### src/rtl/user_wb_gate.sv
// user_wb_gate
//   Wishbone request gate between the Caravel management bus and the
//   user-area wait-state BRAM slave. Cycles inside the user address window
//   are registered and forwarded to the slave, and the slave's data/ack is
//   returned upstream. Cycles outside the window are answered locally with
//   zero data and counted as errors.
//
//   Optional feature macro: USER_WB_GATE_WATCHDOG_EN
//     defined   : a watchdog ends forwarded cycles the slave never acks.
//                 The cycle completes with ERR_DATA, timeout_o pulses and
//                 err_cnt_o counts the event.
//     undefined : forwarded cycles wait for m_ack_i or a master abort.
//                 timeout_o is tied low.
//
// Ports
//   wb_clk_i, wb_rst_i            clock; synchronous active-high reset
//   wbs_cyc/stb/we/sel/adr/dat_i  upstream request from the management bus
//   wbs_ack_o, wbs_dat_o          upstream response (registered)
//   m_cyc/stb/we/sel/adr/dat_o    downstream request (registered, latched)
//   m_ack_i, m_dat_i              downstream response
//   timeout_o                     one-cycle pulse per watchdog termination
//   err_cnt_o                     saturating count of timeouts and
//                                 out-of-window cycles
module user_wb_gate #(
  parameter logic [31:0] BASE_ADDR = 32'h3800_0000,
  parameter logic [31:0] WIN_SIZE  = 32'h0040_0000,
  parameter int unsigned TIMEOUT   = 64,
  parameter logic [31:0] ERR_DATA  = 32'hDEAD_BEEF
) (
  input  logic        wb_clk_i,
  input  logic        wb_rst_i,
  input  logic        wbs_cyc_i,
  input  logic        wbs_stb_i,
  input  logic        wbs_we_i,
  input  logic [3:0]  wbs_sel_i,
  input  logic [31:0] wbs_adr_i,
  input  logic [31:0] wbs_dat_i,
  output logic        wbs_ack_o,
  output logic [31:0] wbs_dat_o,
  output logic        m_cyc_o,
  output logic        m_stb_o,
  output logic        m_we_o,
  output logic [3:0]  m_sel_o,
  output logic [31:0] m_adr_o,
  output logic [31:0] m_dat_o,
  input  logic        m_ack_i,
  input  logic [31:0] m_dat_i,
  output logic        timeout_o,
  output logic [7:0]  err_cnt_o
);

  typedef enum logic [1:0] {IDLE, FWD, RESP} state_t;

  // 33-bit bounds so a window reaching the top of the address space does
  // not wrap around to zero.
  localparam logic [32:0] WIN_LO = {1'b0, BASE_ADDR};
  localparam logic [32:0] WIN_HI = WIN_LO + {1'b0, WIN_SIZE};

  state_t      state_q, state_d;
  logic        req, in_win;
  logic        load;      // latch upstream request into m_* and start FWD
  logic        m_drop;    // release downstream cyc/stb
  logic        ack_d;     // upstream ack for the RESP cycle
  logic        cap_en;    // update wbs_dat_o
  logic [31:0] cap_dat;
  logic        err_inc;
  logic        wd_hit;
  logic        to_d;

  assign req    = wbs_cyc_i & wbs_stb_i;
  assign in_win = ({1'b0, wbs_adr_i} >= WIN_LO) && ({1'b0, wbs_adr_i} < WIN_HI);

`ifdef USER_WB_GATE_WATCHDOG_EN
  // Counts FWD cycles; cleared on accept, so it reads n-1 on the n-th
  // FWD edge and fires on the TIMEOUT-th one.
  logic [15:0] wd_cnt;

  assign wd_hit = (state_q == FWD) && (wd_cnt == 16'(TIMEOUT - 1));

  always_ff @(posedge wb_clk_i) begin
    if (wb_rst_i)            wd_cnt <= '0;
    else if (load)           wd_cnt <= '0;
    else if (state_q == FWD) wd_cnt <= wd_cnt + 16'd1;
  end

  always_ff @(posedge wb_clk_i) begin
    if (wb_rst_i) timeout_o <= 1'b0;
    else          timeout_o <= to_d;
  end
`else
  assign wd_hit    = 1'b0;
  assign timeout_o = 1'b0;
`endif

  // Next state and the strobes that drive the output registers.
  always_comb begin
    state_d = state_q;
    load    = 1'b0;
    m_drop  = 1'b0;
    ack_d   = 1'b0;
    cap_en  = 1'b0;
    cap_dat = m_dat_i;
    err_inc = 1'b0;
    to_d    = 1'b0;
    case (state_q)
      IDLE: begin
        if (req) begin
          if (in_win) begin
            load    = 1'b1;
            state_d = FWD;
          end else begin
            // Answered locally: zero data, write data dropped.
            cap_en  = 1'b1;
            cap_dat = '0;
            err_inc = 1'b1;
            ack_d   = 1'b1;
            state_d = RESP;
          end
        end
      end
      FWD: begin
        // A slave ack on the watchdog's last cycle still counts as a
        // normal completion, so it is tested first.
        if (m_ack_i) begin
          cap_en  = 1'b1;
          m_drop  = 1'b1;
          ack_d   = 1'b1;
          state_d = RESP;
        end else if (!wbs_cyc_i) begin
          m_drop  = 1'b1;
          state_d = IDLE;
        end else if (wd_hit) begin
          cap_en  = 1'b1;
          cap_dat = ERR_DATA;
          m_drop  = 1'b1;
          ack_d   = 1'b1;
          err_inc = 1'b1;
          to_d    = 1'b1;
          state_d = RESP;
        end
      end
      RESP:    state_d = IDLE;
      default: state_d = IDLE;
    endcase
  end

  always_ff @(posedge wb_clk_i) begin
    if (wb_rst_i) state_q <= IDLE;
    else          state_q <= state_d;
  end

  always_ff @(posedge wb_clk_i) begin
    if (wb_rst_i) begin
      wbs_ack_o <= 1'b0;
      wbs_dat_o <= '0;
      m_cyc_o   <= 1'b0;
      m_stb_o   <= 1'b0;
      m_we_o    <= 1'b0;
      m_sel_o   <= '0;
      m_adr_o   <= '0;
      m_dat_o   <= '0;
      err_cnt_o <= '0;
    end else begin
      wbs_ack_o <= ack_d;
      if (cap_en) wbs_dat_o <= cap_dat;
      if (load) begin
        m_cyc_o <= 1'b1;
        m_stb_o <= 1'b1;
        m_we_o  <= wbs_we_i;
        m_sel_o <= wbs_sel_i;
        m_adr_o <= wbs_adr_i;
        m_dat_o <= wbs_dat_i;
      end else if (m_drop) begin
        m_cyc_o <= 1'b0;
        m_stb_o <= 1'b0;
      end
      if (err_inc && (err_cnt_o != 8'hFF)) err_cnt_o <= err_cnt_o + 8'd1;
    end
  end

endmodule

### config.mk
export PLATFORM = sky130hd
export DESIGN_NAME = user_wb_gate
export DESIGN_NICKNAME = d
export VERILOG_FILES = /design/src/rtl/user_wb_gate.sv
export SDC_FILE = /design/constraint.sdc
export NUM_CORES = 1
export LEC_CHECK = 0
export BUFFER_PORTS_ARGS = -buffer_cell sky130_fd_sc_hd__buf_2
export CORE_AREA = 8 8 103 105
export CTS_CLUSTER_SIZE = 14
export DETAILED_ROUTE_END_ITERATION = 12
export DIE_AREA = 0 0 111 113
export GPL_TIMING_DRIVEN = 0
export PLACE_DENSITY = 0.8
export SYNTH_ARGS = -nofsm -noshare
export SYNTH_HDL_FRONTEND = slang
export SYNTH_SLANG_ARGS = --single-unit
### constraint.sdc
create_clock -name wb_clk_i -period 4.65 [get_ports wb_clk_i]
set_clock_uncertainty 0.15 [all_clocks]
set_input_delay 0.6975 -clock wb_clk_i [delete_from_list [all_inputs] [get_ports wb_clk_i]]
set_output_delay 0.6975 -clock wb_clk_i [all_outputs]
set_load 0.005 [all_outputs]
After elaboration in Yosys (flattened, before gate mapping)

Index checks and enable logic that the tools add are counted.

Latch bits: 0
Output and inout bits: 113
RAM bits: 0
Bits in read-only memories: 0
Register bits: 113
Word-level logic and storage cells: 43
Memories: 0

Multiplexer cells: 21
Order comparisons: 2
Equality and inequality tests: 4
Shift-type cells: 0
Add/subtract/negate cells: 1
Bitwise operators: 1
$mul: 0
Reductions and logical operators: 5
Divide/modulo/power cells: 0

Operators with widths:

| kind                                                  | count |
|---|---|
| two-way mux 32 bit                                    | 3 |
| >= comparator 32 x 30 -> 1 bit, second input constant | 1 |
| < comparator 32 x 30 -> 1 bit, second input constant  | 1 |
| two-way mux 1 bit                                     | 12 |
| adder 8 x 1 -> 8 bit, second input constant           | 1 |
| two-way mux 2 bit                                     | 4 |
| inequality test 8 bit, second input constant          | 1 |
| one-hot mux 2 bit (2 select lines)                    | 1 |
| inequality test 3 bit, second input constant          | 1 |
| == test 2 x 1 -> 1 bit, second input constant         | 1 |
| logical AND 1 bit                                     | 2 |
| logical NOT 2 bit                                     | 1 |
| inequality test 2 bit, second input constant          | 1 |
| one-hot mux 1 bit (2 select lines)                    | 1 |
| AND reduction 2 bit                                   | 1 |
| nonzero test 2 bit                                    | 1 |
| AND 1 bit                                             | 1 |

Logic depth before layout (Yosys ltp)

Gate-level depths: netlist of run 1.

Word-level depth: 6
Mapped depth: 6
Mapped depth without buffers: 5

Worst setup path after synthesis of run 1

OpenSTA, ideal clock, no wires.

Kind: in2reg
Start: input port wbs_adr_i[27]
End: register err_cnt_o[5]
Setup time: 121 ps
Arrival: 1,782 ps
Cell stages on the path: 4
Slack: 2,597 ps
Data required time: 4,379 ps
Path through: and4b_1 > a31o_2 > nor4_1 > mux2_2

Longest elaborated chain between the ends: 6
Elaborated cells on any way between the ends: 7
Those cells by class: order compare: 2; mux: 3; reduce/logical: 2

Ends and longest elaborated chain:

| item                                                                            | line | RTL |
|---|---|---|
| start: declaration                                                              | 36   | `input logic [31:0] wbs_adr_i,` |
| >= comparator 32 x 30 -> 1 bit or < comparator 32 x 30 -> 1 bit (tied branches) | 71   | `assign in_win = ({1'b0, wbs_adr_i} >= WIN_LO) && ({1'b0, wbs_adr_i} < WIN_HI);` |
| logical AND 1 bit *                                                             | 71   |  |
| two-way mux 1 bit *                                                             | 108  | `if (in_win) begin` |
| two-way mux 1 bit *                                                             | 107  | `if (req) begin` |
| two-way mux 1 bit *                                                             | -    |  |
| logical AND 1 bit *                                                             | 177  | `if (err_inc && (err_cnt_o != 8'hFF)) err_cnt_o <= err_cnt_o + 8'd1;` |
| end signal: assignment                                                          | 177  |  |
| end: declaration                                                                | 49   | `output logic [7:0] err_cnt_o` |

Every way passes the cells marked *; elsewhere a longest branch is shown, timed or not.
A chain may end at the register's enable or synchronous reset.

Final worst setup path of run 1

Start: register err_cnt_o[3]
End: output port err_cnt_o[3]

No word-level cell between the ends.

==> results of run 1 <==
[registers in the layout, indices dropped and copies added, names as in the netlist]
signal / cells
state_q: 2
m_we_o: 1
m_dat_o: 32
wbs_dat_o: 32
m_sel_o: 4
err_cnt_o: 8
m_adr_o: 32
wbs_ack_o: 1
m_stb_o: 1
[synthesized netlist by cell type (2+ instances only)]
library cell  number
o21ai_0            2
buf_4              2
o31ai_1            3
inv_1              5
buf_6              3
nand3_1            4
and2_1             7
a22o_1            32
nand2b_1           2
clkbuf_1          11
a21oi_1           13
nor2_1            65
or3_1              2
nor2b_1            4
dfxtp_1          113
or4_1              3
buf_2              8
mux2i_1           60
nand2_1            4
[layout make-up]
| cell class | count | area share |
|---|---|---|
| Tap cell | 111 | 0.0241 |
| Clock inverter | 12 | 0.0273 |
| Sequential cell | 113 | 0.392 |
| Buffer | 24 | 0.0225 |
| Inverter | 5 | 0.00325 |
| Clock buffer | 20 | 0.0789 |
| Timing Repair Buffer | 217 | 0.188 |
| Multi-Input combinational cell | 216 | 0.264 |
[logic make-up (layout without fill, tap and decap cells)]
group / after synthesis / after routing / share of synthesized area
AOI/OAI and AO/OA: 55 / 55 / 0.109
adders and majority gates: 1 / 1 / 0.00318
buffers and inverters: 29 / 278 / 0.0378
DFF: 113 / 113 / 0.575
muxes: 61 / 61 / 0.155
other: 1 / 1 / 0.000953
and+or+nand+nor: 98 / 98 / 0.119
[through the flow]
step	worst slack, ns	hold WS, ns	std cells	cell area, um2
finish	2.71	0.271	718	5770
global route	2.63	0.237	718	5770
CTS	2.68	0.244	718	5770
detailed placement	2.22	0.293	686	5160
global placement	2.25	0.282	686	5160
floorplan	2.60	0.292	358	3940
[worst paths after layout]
check                                  start       endpoint  slack, ns
worst max-delay path            err_cnt_o[3]   err_cnt_o[3]       2.71
worst min-delay path             m_dat_i[20]  wbs_dat_o[20]       0.27
worst max register to register    state_q[1]    m_dat_o[20]       2.76
worst min register to register   m_adr_o[30]    m_adr_o[30]       0.30
[power groups by stage]
stage | Combinational, mW | Sequential (mW) | Clock, mW
after floorplan | 0.0283 | 0.992 | 0
after global placement | 0.0817 | 0.992 | 0
after detailed placement | 0.0846 | 0.992 | 0
after CTS | 0.0848 | 0.971 | 1.33
after global routing | 0.0925 | 0.971 | 1.38
final | 0.0843 | 0.972 | 1.31
[layer usage]
layer / GRT usage / share of wire / vias up / routed length, um
met5: 0 / 0.0011 / - / 13
li1: - / - / 1724 / -
met4: 0.0613 / 0.012 / 2 / 140
met1: 0.184 / 0.38 / 1615 / 4530
met3: 0.110 / 0.12 / 12 / 1450
met2: 0.318 / 0.49 / 182 / 5830
==> metrics.md, run 1 <==
| Metric | Value |
|---|---|
| Final WL | ~12000 um |
| Synth area leaders | dfxtp_1 57%, mux2i_1 15%, a22o_1 7.1% |
| Worst skew pair latency | 0.49 ns |
| Unrepaired setup endpoints after global routing | no |
| Hold Crit Depth | 2 |
| CTS tree | yes |
| Peak VDD IR | between 0.2 and 0.3 mV |
| Fin. Hold Viols | 0 |
| Seq/Total Area, Yosys | 0.575 |
| Fin nets | 701 |
| Combinational Power Share | 0.036 |
| Setup crit end kind | output pin |
| Mean Syn Cell Area | 11.0 um2 |
| Reg area | 2260 um2 |
| Worst Tran Pin Value | 0.583 ns |
| Total GRT Usage | 0.186 |
| Number of vias per cell | 4.92 |
| Area added between synthesis and finish | 46.7% |
| Gpl congestion | 0.806 |
| Core footprint | 8980 um2 |
| Wire per inst | 16.7 um |
| Power Internal | 1.87 mW |
| Startpoint types | flop |
| Post-CTS setup buffers | 0 |
| Max-cap violation count | 0 |
| Clock power share | 0.553 |
| CP top delay family | flip-flops |
| WS Path Type | flop to output pin |
| HPWL Detailed | 9360 um |
| Starting Density | 0.438 |
| Most frequent cells in the layout | 225 x buf_2, 113 x dfxtp_1, 65 x nor2_1 |
| Initial antenna violation count | 1 |
| #FFs+latches synth | around 110 |
| Ant diodes | 0 |
| CP required | about 3.8 ns |
| Crit path largest cell delay | 0.44 ns |
| Remaining antenna violation count | 0 |
| Critical path, cell by cell | buf_2 |
| Row count | 35 |
| Min cycle time layout | 1.94 ns |
| Finish-stage setup viols | 0 |
| CTS Buffer Depth | 2 |
| Syn Nets | between 400 and 500 |
| Worst EP arrival | 1.09 ns |
| Critical path depth | 1 |
| Multi-input logic area | between 1500 and 2000 um2 |
| Vias in the first global route | 3740 |
| CP Buf/Inv Count | 1 |
| Main synth FF type | dfxtp_1 |
| Final core utilization | 0.643 |
| Total number of vias | 3535 |
| Final worst path period share | 0.417 |
| Commonest non-fill, non-tap cell in the layout | buf_2 |
| Status | finished, final reports clean |
| CTS Buf Count | 17 |
| Top cell type by total area after synthesis | dfxtp_1 |
| Slew HR | 0.611 |
| Critical path's slowest cell | dfxtp_1 |
| Syn Inst Count | 358 |
| # H-tree levels | 4 |
| Root Buffer | clkbuf_8 |
| Sw Share | 0.207 |
| Post-synth cell types | 34 |
| Clock transition at path regs | 0.06 ns |
| Clk sinks | 113 |
| Sw power | 0.488 mW |
| Fmax | 0.515 GHz |
| Reg power frac | 0.411 |
| Iter 0 DRT Violations | 188 |
| CP Max Fanout | 7 |
| Setup TNS | 0 ns |
| Total Power | approximately 2.4 mW |
| Leak | 3.22 nW |
| Total gr overflow | 0 |
| IO Port Bufs | between 200 and 250 |
| Ys async rst share | 0 |
| Synth warn | 0 |
| Global-route wire length before repair | 18800 um |
| Die Span Y | between 100 and 150 um |
| First-pass DRT Iterations | 4 |
| Largest net degree at the start of global routing | 17 |
| Worst Reg-to-Reg Cells | 6 |
| Pwr per Cell Area | 409 nW/um2 |
| Die Width | 111 um |
| Synthesized area | 3940 um2 |
| Fin. max-slew vios | 0 |
| Cts repair resizes | 0 |
| Die area | 12500 um2 |
| Number of enable flip-flop cells after synthesis | 0 |
| Ports | 219 |
| Hold WC Path Type | input pin to flop |
| Post-CTS Hold Buffers | 0 |
| Synth top area share | 0.575 |
| Drc violations | 0 |
| Fill count | 737 |
| Fraction of layout cells with a size suffix above 1 | 0.438 |
No activity file was read; power rests on OpenSTA's default activity.
==> run 2, diff against run 1 <==
Settings changed: CORE_AREA 8 8 103 105 to 8 8 104 106, DIE_AREA 0 0 111 113 to 0 0 112 114, PLACE_DENSITY 0.8 to 0.78.
Clock period 4.65 ns to 1.8 ns, I/O delays scaled along.
==> run 2 against run 1 <==
  * Critical path depth increased by 3
  * Cell count grew 13%
  * Wire length is 20% higher
  * Design area is 18% higher
  * First-iteration DRC count down 13%
  * Die area is 1.8% higher
  * Worst hold slack got worse by 0.22 ns
  * Combinational power rose to 4.7 times the previous value
==> metrics.md, run 2 (synthesis results as in run 1) <==
| Metric | Value |
|---|---|
| Finish-stage setup viols | 0 (unchanged) |
| Fin. max-slew vios | 0 (unchanged) |
| Biggest regs | m_adr_o: 32 flops, m_dat_o: 32 flops, wbs_dat_o: 32 flops |
| CP required | 2.02 ns (-1.78 ns) |
| Reg2reg end | err_cnt_o[5] |
| First-pass DRT Iterations | 4 (unchanged) |
| Global-route wire length before repair | 22500 um (+19%) |
| Final WL | 14300 um (+20%) |
| Status | finished, final reports clean |
| Row count | 35 (unchanged) |
| Critical path's slowest cell | mux2_2 |
| Setup crit start | state_q[1] |
| Startpoint types | flop |
| Top sig layer | met4 |
| Ports | 219 (unchanged) |
| Dpl ws | -0.210 ns (-2.43 ns) |
| Fmax | approximately 0.58 GHz |
| Commonest non-fill, non-tap cell in the layout | buf_2 |
| Peak VDD IR | 0.619 mV (+140%) |
| Gpl congestion | 0.857 (+6.3%) |
| Most frequent cells in the layout | 219 x buf_2, 113 x dfxtp_1, 92 x dlygate4sd3_1 |
| Largest net degree at the start of global routing | 17 (unchanged) |
| Final worst path period share | 0.961 |
| Die area | 12800 um2 (+1.8%) |
| Fin. Hold Viols | 0 (unchanged) |
| DRT met1 WL | 5060 um (+12%) |
| Flop2flop setup slack | 0.07 ns (-2.69 ns) |
| Starting Density | 0.432 (-0.00632) |
| Worst EP arrival | 1.95 ns (+0.86 ns) |
| Max-cap violation count | 0 (unchanged) |
| CTS Buffer Depth | 2 (unchanged) |
| Worst skew pair latency | 0.49 ns (about the same) |
| Worst Hold Endpoint | err_cnt_o[1] |
| CP top delay family | simple AND/OR/NAND/NOR gates |
| Worst Reg-to-Reg Cells | 4 (-2) |
| Total number of vias | 4066 (+15%) |
| Die Span Y | 114 um (+0.88%) |
| Drc violations | 0 (unchanged) |
| Hold WC Path Type | input pin to flop |
| Unrepaired setup endpoints after global routing | yes |
| Leak | 3.64 nW (+13%) |
| Setup ws final | 0.0697 ns (-2.64 ns) |
| CTS tree | yes |
| HPWL Detailed | 9140 um (-2.4%) |
| Pwr per Cell Area | 943 nW/um2 (+130%) |
| Crit path largest cell delay | 0.36 ns (-0.08 ns) |
| # H-tree levels | 4 (unchanged) |
| Hold Crit Depth | 3 (+1) |
| Clock transition at path regs | 0.05 ns (about the same) |
| Worst Tran Pin Value | 0.527 ns (-0.0566 ns) |
| Min cycle time layout | between 1.5 and 2 ns |
| Fraction of layout cells with a size suffix above 1 | 0.395 (-0.0431) |
| Die Width | 112 um (+0.90%) |
| Area added between synthesis and finish | 73.2% |
| Number of vias per cell | 5.00 (+1.6%) |
| Total gr overflow | 0 (unchanged) |
| Met3 wire len | 1340 um (-7.3%) |
| CP Buf/Inv Count | 0 (-1) |
| Remaining antenna violation count | 0 (unchanged) |
| CTS Buf Count | 17 (unchanged) |
| Final core utilization | 0.749 (+0.105) |
| WS Path Type | flop to flop |
| Root Buffer | clkbuf_8 |
| Setup crit end kind | flop |
| Fin nets | 795 (+13%) |
| Initial antenna violation count | 1 (unchanged) |
| R2r startpoint | state_q[1] |
| Vias in the first global route | 4442 (+19%) |
| Iter 0 DRT Violations | 164 (-13%) |
| Slew HR | 0.649 (+0.0378) |
| Min-delay src | wb_rst_i |
| Clk sinks | 113 (unchanged) |
| CP Max Fanout | 5 (-2) |
| Total Power | 6.43 mW (+170%) |
| Met2 wire len | 7340 um (+26%) |
| Wire per inst | 17.6 um (+5.6%) |
| Critical path, cell by cell | nand4bb_4, a31o_4, nor4_4, mux2_2 |
| IO Port Bufs | 217 (unchanged) |
| Total GRT Usage | 0.221 (+0.0347) |
| Core footprint | 9110 um2 (+1.5%) |
==> run 2: layout make-up <==
cell class | instances | area, um2
well taps | 111 | 139
flip-flops and latches | 113 | 2260
clock inverters | 12 | 180
diodes | 1 | 2.50
fillers | 588 | 2290
inverters | 5 | 18.8
repair buffers | 311 | 2020
clock buffers | 20 | 455
plain buffers | 24 | 153
multi-input cells | 216 | 1590
==> run 2: per-stage QoR <==
stage                     hold WS (ns)  area, um2  instances  TNS [ns]
final                           0.0551       6820        813         0
after global routing            0.0501       6820        813   -0.0192
after CTS                       0.0119       6750        810         0
after detailed placement         0.287       5160        686    -10.87
after global placement           0.282       5160        686     -8.33
after floorplan                  0.253       3940        358         0
==> run 2: how the worst max path moves through the flow <==
stage	end	slack, ns	cells after the start
after floorplan	err_cnt_o[5]	0.17	4
after global placement	m_dat_o[20]	-0.17	7
after detailed placement	m_adr_o[2]	-0.21	7
after CTS	m_we_o	0.007	6
after global routing	err_cnt_o[7]	-0.01	5
final	err_cnt_o[5]	0.07	4
==> run 2: what timing repair did <==
action	4_1_cts	5_1_grt
buffers inserted	0	2
hold buffers	92	0
resized for setup	11	8
setup endpoints to repair	76	78
endpoints found under the hold margin	94	0
==> run 2: worst min-delay path: stages <==
cell      delay [ns]
buf_2           0.19
nand2b_1        0.13
mux2i_1         0.05
==> run 2: metal layers <==
metal  vias to the layer above  track usage
met5                         -            0
met2                       213        0.403
met4                         0        0.121
met3                        42       0.0898
met1                      1906        0.208
li1                       1905            -
==> run 2: report_power, final <==
group	total (mW)	switching [mW]	internal [mW]
Combinational	0.393	0.146	0.247
Clock	3.53	1.16	2.36
Sequential	2.51	0.00341	2.51
Total	6.43	1.31	5.12
